### src/rtl/fetch_pkg.sv
// fetch_pkg: shared types and constants for the 9-bit processor fetch stage.
//   fetch_state_t : fetch sequencer states (IDLE, PRIME, RUN, FLUSH, DONE)
//   HALT_INSTR    : machine word that stops the program
//   FETCH_*       : default widths for PC, instruction word and branch-target LUT index
package fetch_pkg;

  localparam int unsigned FETCH_PC_W   = 10;
  localparam int unsigned FETCH_IW     = 9;
  localparam int unsigned FETCH_LUT_AW = 4;

  localparam logic [8:0] HALT_INSTR = 9'h1FF;

  typedef enum logic [2:0] {
    IDLE  = 3'd0,
    PRIME = 3'd1,
    RUN   = 3'd2,
    FLUSH = 3'd3,
    DONE  = 3'd4
  } fetch_state_t;

endpackage

### src/rtl/branch_lut.sv
// branch_lut: 2^AW x DW register file holding absolute branch targets.
//   clk, rst_n : clock and synchronous active-low reset (clears every entry)
//   we, waddr, wdata : synchronous write port
//   raddr, rdata     : combinational read port; a same-cycle write to the
//                      same entry is not visible until the next cycle
module branch_lut #(
  parameter int unsigned AW = 4,
  parameter int unsigned DW = 10
) (
  input  logic          clk,
  input  logic          rst_n,
  input  logic          we,
  input  logic [AW-1:0] waddr,
  input  logic [DW-1:0] wdata,
  input  logic [AW-1:0] raddr,
  output logic [DW-1:0] rdata
);

  localparam int unsigned DEPTH = 1 << AW;

  logic [DW-1:0] mem_r [DEPTH];

  // Entry storage: cleared on reset, written on any cycle with we set.
  always_ff @(posedge clk) begin
    if (!rst_n) begin
      for (int i = 0; i < DEPTH; i++) begin
        mem_r[i] <= '0;
      end
    end else if (we) begin
      mem_r[waddr] <= wdata;
    end else begin
      mem_r[waddr] <= mem_r[waddr];
    end
  end

  assign rdata = mem_r[raddr];

endmodule

### src/rtl/instr_fetch.sv
// instr_fetch: program counter, ROM addressing and in-order word delivery.
//   clk, rst_n          : clock, synchronous active-low reset
//   start, done         : start pulse / halted flag (held until next start)
//   instr_addr          : ROM address (the pc register)
//   instr_rdata         : ROM data, one cycle behind instr_addr
//   instr, instr_valid  : word to the decoder and its live/in-order flag
//   branch_taken/idx    : same-cycle taken-branch report from execute
//   lut_we/waddr/wdata  : branch-target LUT write port
// Optional build macro FETCH_PERF_EN adds cycle_cnt and retired_cnt outputs.
module instr_fetch
  import fetch_pkg::*;
#(
  parameter int unsigned PC_W   = FETCH_PC_W,
  parameter int unsigned IW     = FETCH_IW,
  parameter int unsigned LUT_AW = FETCH_LUT_AW
) (
  input  logic              clk,
  input  logic              rst_n,
  input  logic              start,
  output logic              done,
  output logic [PC_W-1:0]   instr_addr,
  input  logic [IW-1:0]     instr_rdata,
  output logic [IW-1:0]     instr,
  output logic              instr_valid,
  input  logic              branch_taken,
  input  logic [LUT_AW-1:0] branch_idx,
  input  logic              lut_we,
  input  logic [LUT_AW-1:0] lut_waddr,
  input  logic [PC_W-1:0]   lut_wdata
`ifdef FETCH_PERF_EN
  ,
  output logic [31:0]       cycle_cnt,
  output logic [31:0]       retired_cnt
`endif
);

  fetch_state_t    state_r;
  logic [PC_W-1:0] pc_r;
  logic            instr_valid_r;
  logic            done_r;
  logic [PC_W-1:0] lut_target_s;
  logic            halt_s;

  branch_lut #(
    .AW (LUT_AW),
    .DW (PC_W)
  ) u_lut (
    .clk   (clk),
    .rst_n (rst_n),
    .we    (lut_we),
    .waddr (lut_waddr),
    .wdata (lut_wdata),
    .raddr (branch_idx),
    .rdata (lut_target_s)
  );

  // Halt detection on the word currently presented to the decoder.
  always_comb begin
    halt_s = 1'b0;
    if (instr_rdata == IW'(HALT_INSTR)) begin
      halt_s = 1'b1;
    end else begin
      halt_s = 1'b0;
    end
  end

  // Fetch sequencer: state, pc and the registered valid/done flags.
  // instr_valid_r is set exactly for the cycles spent in RUN.
  always_ff @(posedge clk) begin
    if (!rst_n) begin
      state_r       <= IDLE;
      pc_r          <= '0;
      instr_valid_r <= 1'b0;
      done_r        <= 1'b0;
    end else begin
      case (state_r)
        IDLE: begin
          instr_valid_r <= 1'b0;
          done_r        <= 1'b0;
          pc_r          <= '0;
          if (start) begin
            state_r <= PRIME;
          end else begin
            state_r <= IDLE;
          end
        end
        PRIME: begin
          // Address 0 is on the bus this cycle; its word arrives in RUN.
          pc_r          <= PC_W'(1);
          state_r       <= RUN;
          instr_valid_r <= 1'b1;
        end
        RUN: begin
          if (halt_s) begin
            // Halt wins over a same-cycle branch; pc is left untouched.
            state_r       <= DONE;
            done_r        <= 1'b1;
            instr_valid_r <= 1'b0;
          end else if (branch_taken) begin
            // Word already fetched from pc is wrong-path: squash it in FLUSH.
            pc_r          <= lut_target_s;
            state_r       <= FLUSH;
            instr_valid_r <= 1'b0;
          end else begin
            pc_r          <= pc_r + PC_W'(1);
            state_r       <= RUN;
            instr_valid_r <= 1'b1;
          end
        end
        FLUSH: begin
          pc_r          <= pc_r + PC_W'(1);
          state_r       <= RUN;
          instr_valid_r <= 1'b1;
        end
        DONE: begin
          instr_valid_r <= 1'b0;
          if (start) begin
            pc_r    <= '0;
            done_r  <= 1'b0;
            state_r <= PRIME;
          end else begin
            done_r  <= 1'b1;
            state_r <= DONE;
          end
        end
        default: begin
          state_r       <= IDLE;
          pc_r          <= '0;
          instr_valid_r <= 1'b0;
          done_r        <= 1'b0;
        end
      endcase
    end
  end

  assign instr_addr  = pc_r;
  assign instr       = instr_rdata;
  assign instr_valid = instr_valid_r;
  assign done        = done_r;

`ifdef FETCH_PERF_EN
  logic [31:0] cycle_cnt_r;
  logic [31:0] retired_cnt_r;
  logic        perf_clr_s;
  logic        active_s;

  // Counter control: clear on an accepted start, count while fetching.
  always_comb begin
    perf_clr_s = 1'b0;
    active_s   = 1'b0;
    if ((state_r == IDLE || state_r == DONE) && start) begin
      perf_clr_s = 1'b1;
    end else begin
      perf_clr_s = 1'b0;
    end
    if (state_r == PRIME || state_r == RUN || state_r == FLUSH) begin
      active_s = 1'b1;
    end else begin
      active_s = 1'b0;
    end
  end

  // Performance counters; they hold their value once DONE is reached.
  always_ff @(posedge clk) begin
    if (!rst_n || perf_clr_s) begin
      cycle_cnt_r   <= 32'd0;
      retired_cnt_r <= 32'd0;
    end else begin
      if (active_s) begin
        cycle_cnt_r <= cycle_cnt_r + 32'd1;
      end else begin
        cycle_cnt_r <= cycle_cnt_r;
      end
      if (instr_valid_r) begin
        retired_cnt_r <= retired_cnt_r + 32'd1;
      end else begin
        retired_cnt_r <= retired_cnt_r;
      end
    end
  end

  assign cycle_cnt   = cycle_cnt_r;
  assign retired_cnt = retired_cnt_r;
`endif

endmodule

### config.mk
export PLATFORM = sky130hd
export DESIGN_NAME = instr_fetch
export DESIGN_NICKNAME = d
export VERILOG_FILES = /design/src/rtl/fetch_pkg.sv /design/src/rtl/branch_lut.sv /design/src/rtl/instr_fetch.sv
export SDC_FILE = /design/constraint.sdc
export NUM_CORES = 1
export LEC_CHECK = 0
export CORE_MARGIN = 2
export CORE_UTILIZATION = 30
export DETAILED_ROUTE_END_ITERATION = 10
export PLACE_DENSITY = 0.52
export SLEW_MARGIN = 20
export SYNTH_ARGS = -nofsm -noshare
export SYNTH_HDL_FRONTEND = slang
export SYNTH_SLANG_ARGS = --single-unit
### constraint.sdc
create_clock -name clk -period 3 [get_ports clk]
set_input_delay 0.75 -clock clk [delete_from_list [all_inputs] [get_ports clk]]
set_output_delay 0.75 -clock clk [all_outputs]
set_load 0.005 [all_outputs]
==> results.cfg, run 1 <==
[floorplan]
die_area_mm2 = 0.0296
fp.dieH_um = 172
core_area_mm2 = 0.0278
start_util = 0.305
row_count = 61
ios = 53
dieWidth_um = 172

[pwr]
p_clk_frac = 0.390
p_leak_nw = 3.49
power_density_mw_per_mm2 = 543
p_int_mw = 4.12
net-switching-power_mw = 1.38
power_frac_seq = 0.516
ir_drop_mv = 0.389
netSwitchingFraction = 0.251
power.total_mw = 5.49
power_frac_comb = 0.093

[sta]
setup_viol = 0
slew_headroom = 0.419
slew_violations = 0
max_freq_ghz = 0.401
min_period_ps = 2500
worst-slew-pin-transition_ps = 868
rsz0062_at_grt = no
fin_crit_sh = 0.832
fin_tns_setup_ps = 0
skew_ps = 10.0
hold_ws_ps = 499
final_hold_viol_count = 0
setup_slack_ps = 505

[final_layout]
n_fill_cell = 2690
layout-drive-gt1-share = 0.164
multi_input_area_mm2 = 0.00311
fin_util = 0.364
final_nets = 727
syn2layout_area_growth_pct = 19.3
antenna_cells = 0
seq_area_mm2 = 0.00510

[global_routing]
track_usage = 0.155
grt_pass1_vias = 5242
grt_max_degree = 27
antenna_found_initial = 0
grt_pass1_wl_mm = 33.4
grt-ovfl-total = 0

[clocking]
hold_buffers = 0
htree_levels = 4
clock_sinks = 175
insertion_delay_ps = 430
clockBufferDepth = 2
numCtsBuffers = 17
cts_root_buf = clkbuf_16
cts_setup_buffers = 0
clkTransAtPathRegs_ps = 70
cts_resized = 0
cts_tree = yes

[worst_setup_path]
cp_max_fo = 2
worst_setup_path_end_kind = output port
crit_top_cell = clkdlybuf4s50_1
arrival_ps = 1750
cpLargestDelayFamily = buffers and inverters
critPathKind = input port to output port
cp-start-kind = input port
critical_path.cell_chain = clkdlybuf4s50_1 -> clkdlybuf4s50_1
cp_slowest_stage_delay_ps = 510
critPathBufInv = 2
regToRegSetupSlack_ps = 840
crit_path_top_delay_cell = clkdlybuf4s50_1
cp.required_ps = 2250

[hold_path]
min_path_type = flip-flop to flip-flop

[yosys]
synth_xor_xnor_area_share = 0.00413
yosysSeqAreaShare = 0.602
synthesis.nets = 663
synth.mux.area_fraction = 0.117
synth_common_cells = and2_1, edfxtp_1, mux4_2, nor2_1, clkbuf_1
async_flop_share = 0
yosysWarnings = 0
synth_seq_cells = 175
synth.distinct_cells = 56
synth_top_area_frac = 0.567
synth_most_common_cell = and2_1
synth.top_cells.by_area = edfxtp_1, and2_1, mux4_2
synthAdderAreaFrac = 0.00148
yosysTopAreaCell = edfxtp_1
synth_edf_count = 160
netlist_area_mm2 = 0.00848
synth_top_flop_cell = edfxtp_1
synthCells = 630
syn_area_per_cell_um2 = 13.5
synth_top_family_by_area = simple AND/OR/NAND/NOR gates
yosys.area_share.simple = 0.188
synth_compound_area_frac = 0.0562

[route]
routedWlPerCell_um = 20.2
drc_errors = 0
drtIter0Drc = 508
dr.pass1.iters = 5
vias_per_cell = 4.97
wl_mm = 21.9
vias = 5394
postRouteAntennaNets = 0

[place]
dpl.hpwl_mm = 15.3
pre_cts_ws_ps = 236
portBuffers = 52
finalWeightedCongestion = 0.833

[outcome]
outcome = finished, final reports clean

[job]
drv_cap = 0
[layout make-up]
| cell class | count | share of cell area |
|---|---|---|
| multi-input combinational | 406 | 0.308 |
| inverter | 3 | 0.00111 |
| timing repair buffer | 91 | 0.0832 |
| tap | 378 | 0.0468 |
| clock buffer | 17 | 0.0421 |
| clock inverter | 15 | 0.0140 |
| sequential | 175 | 0.505 |
[power groups by stage]
stage               Combinational, mW  Clock (mW)  Sequential (mW)
global placement                0.517           0             2.89
global route                    0.551        2.27             2.85
CTS                             0.521        2.17             2.84
floorplan                       0.292           0             2.87
finish                          0.512        2.14             2.84
detailed placement              0.520           0             2.89
[sequential cells by signal, summed over array words and instances (netlist names)]
| signal | count |
|---|---|
| state_r | 3 |
| u_lut.mem_r | 160 |
| done | 1 |
| instr_addr | 10 |
| instr_valid | 1 |
[metrics by stage]
step           cell area (um^2)  std cells
6_report                  10100       1085
5_1_grt                   10100       1085
4_1_cts                   10100       1085
3_5_place_dp               9540       1053
3_3_place_gp               9540       1053
2_1_floorplan              8480        630
[cells in the final DEF (no fill, tap or decap), types with 11 or more instances in the layout]
cell type,n
dfxtp_1,15
buf_4,36
nand2_1,21
clkdlybuf4s50_1,50
mux2i_1,16
edfxtp_1,160
o21ai_0,20
nor2_1,36
a21oi_1,11
clkbuf_16,17
mux4_2,36
and2_1,163
[routing by layer]
layer	up-vias	GRT usage	wire length [um]
li1	2466	-	-
met1	2751	0.217	10500
met2	149	0.246	10200
met3	28	0.0261	806
met4	0	0.0475	461
met5	-	0	0
[path summary, 6_finish.rpt]
| kind | end | from | cells after the start |
|---|---|---|---|
| worst max-delay path | instr[3] | instr_rdata[3] | 2 |
| worst min-delay path | done | done | 2 |
| worst max register to register | instr_addr[9] | state_r[0] | 4 |
| worst min register to register | done | done | 2 |
[kinds of logic (layout without fill, tap and decap cells)]
group,count (synthesis),in the layout
AOI/OAI and AO/OA,71,71
muxes,54,54
adders and majority gates,1,1
and+or+nand+nor,276,276
buffers and inverters,49,126
DFF,175,175
xor gates and xnor gates,4,4
Note: power is estimated with default switching activity, not from simulation.
==> inputs of run 2 (changes only) <==
==> constraint.sdc (replaced) <==
create_clock -name clk -period 2.3 [get_ports clk]
set_input_delay 0.575 -clock clk [delete_from_list [all_inputs] [get_ports clk]]
set_output_delay 0.575 -clock clk [all_outputs]
set_load 0.005 [all_outputs]
==> run 2 against run 1 <==
Design area up 3.9%. Global-route usage increased by 0.50 points. Worst setup slack worse by 350 ps. Routed wire length rose by 3.4%. Cell count is 4.4% higher. Die area stayed put. Register-to-register slack lost 610 ps. Non-clock buffer count grew 47. Sequential cell count did not move. Critical path type unchanged. Critical endpoint is now instr[2]. Largest power group unchanged. Highest routed layer unchanged.
==> results.cfg, run 2 (synthesis gave the netlist of run 1 again) <==
[sta]
final_hold_viol_count = 0
hold_ws_ps = 509
worst-slew-pin-transition_ps = 768
skew_ps = 10.1
setup_viol = 0
setup_slack_ps = 159
rsz0062_at_grt = no
slew_violations = 0
max_freq_ghz = 0.467
slew_headroom = 0.486
min_period_ps = 2140
fin_crit_sh = 0.931

[worst_setup_path]
r2r_start = state_r[1]
cp_max_fo = 2
cpLargestDelayFamily = buffers and inverters
reg2reg_depth = 4
cp.required_ps = 1730
crit_top_cell = clkdlybuf4s50_1
crit_path_top_delay_cell = clkdlybuf4s50_1
critPathKind = input port to output port
worst_setup_path_end_kind = output port
reg2reg_to = instr_valid
endpoint = instr[2]
arrival_ps = 1570
regToRegSetupSlack_ps = 230
path_depth = 2
startpoint = instr_rdata[2]
cp-start-kind = input port
critPathBufInv = 2
cp_slowest_stage_delay_ps = 500
critical_path.cell_chain = clkdlybuf4s50_1 -> clkdlybuf4s50_1

[global_routing]
grt_pass1_vias = 5636
grt_max_degree = 19
grt_pass1_wl_mm = 34.4
antenna_found_initial = 1
grt-ovfl-total = 0
track_usage = 0.160

[route]
drc_errors = 0
postRouteAntennaNets = 0
wl_mm = 22.7
drtIter0Drc = 501
dr.pass1.iters = 4
vias_per_cell = 4.90
vias = 5550
routedWlPerCell_um = 20.0

[floorplan]
core_area_mm2 = 0.0278
die_area_mm2 = 0.0296
start_util = 0.305
row_count = 61
ios = 53
dieWidth_um = 172
fp.dieH_um = 172

[clocking]
clockBufferDepth = 2
cts_root_buf = clkbuf_16
numCtsBuffers = 17
cts_tree = yes
hold_buffers = 0
cts_resized = 0
htree_levels = 4
clkTransAtPathRegs_ps = 70
clock_sinks = 175
cts_setup_buffers = 0
insertion_delay_ps = 430

[final_layout]
final_cell_mix = and2_1, edfxtp_1, buf_4, clkdlybuf4s50_1
final_nets = 774
regMostFlops = u_lut.mem_r
seq_area_mm2 = 0.00510
n_fill_cell = 2685
multi_input_area_mm2 = 0.00311
syn2layout_area_growth_pct = 24.0
layout-drive-gt1-share = 0.216
layout_commonest_cell = and2_1
largest_register_ffs = 160

[place]
portBuffers = 52
pre_cts_ws_ps = -232
finalWeightedCongestion = 0.828
dpl.hpwl_mm = 16.1

[outcome]
outcome = finished, final reports clean

[pwr]
p_leak_nw = 3.73
power_density_mw_per_mm2 = 689
ir_drop_mv = 0.469

[hold_path]
min_path_type = flip-flop to flip-flop
min_from = done

[job]
drv_cap = 0
[run 2: cell types whose count changed in the layout (fill, tap and decap cells not counted), sizes merged]
cell / delta
buf: +47
clkinv: +2
inv: -2
diode: +1
[run 2: where the power goes]
part | internal (mW) | total, mW | switching (mW)
Clock | 1.44 | 2.79 | 1.36
Sequential | 3.64 | 3.70 | 0.0659
Combinational | 0.353 | 0.747 | 0.395
Total | 5.43 | 7.24 | 1.82
[run 2: tightest hold or removal path, delay by kind of cell, from the launching register on]
kind / cells / cell delay [ps]
flip-flops: 1 / 330
AND/OR/NAND/NOR: 1 / 80
AO/OA/AOI/OAI: 1 / 60
[run 2: area by class of cell]
type	count	area share
diodes	1	0.000238
clock buffers	17	0.0405
clock inverters	15	0.0140
inverters	3	0.00107
multi-input cells	406	0.296
flip-flops and latches	175	0.486
well taps	378	0.0450
repair buffers	138	0.117
[run 2: stage by stage]
stage / instances / TNS, ps / power [mW] / cell area [um^2] / utilization
after floorplan: 630 / 0 / 4.12 / 8480 / -
after global placement: 1100 / -12800 / 4.51 / 9930 / 0.358
after detailed placement: 1100 / -16520 / 4.52 / 9930 / 0.358
after CTS: 1132 / 0 / 7.31 / 10500 / 0.378
after global routing: 1132 / 0 / 7.49 / 10500 / 0.378
final: 1133 / 0 / 7.24 / 10500 / 0.378
[run 2: worst min-delay path by stage]
| stage | cells past startpoint | to |
|---|---|---|
| after floorplan | 2 | done |
| after global placement | 2 | done |
| after detailed placement | 2 | done |
| after CTS | 2 | done |
| after global routing | 2 | done |
| final | 2 | done |
[run 2: per-layer routing]
layer	global-route usage	up-vias	share of wire	routed length (um)
li1	-	2565	-	-
met1	0.220	2805	0.47	10600
met2	0.256	151	0.47	10600
met3	0.0284	29	0.043	964
met4	0.0530	0	0.022	497
met5	0	-	0	0
==> inputs of run 3 (changes only) <==
--- a/config.mk
+++ b/config.mk
@@ -5,6 +5,7 @@
 export SDC_FILE = /design/constraint.sdc
 export NUM_CORES = 1
 export LEC_CHECK = 0
+export ABC_AREA = 0
 export CORE_MARGIN = 2
 export CORE_UTILIZATION = 30
 export DETAILED_ROUTE_END_ITERATION = 10
==> results of run 3 <==
Same layout as run 2: the final DEF is identical, and so are final timing and power.
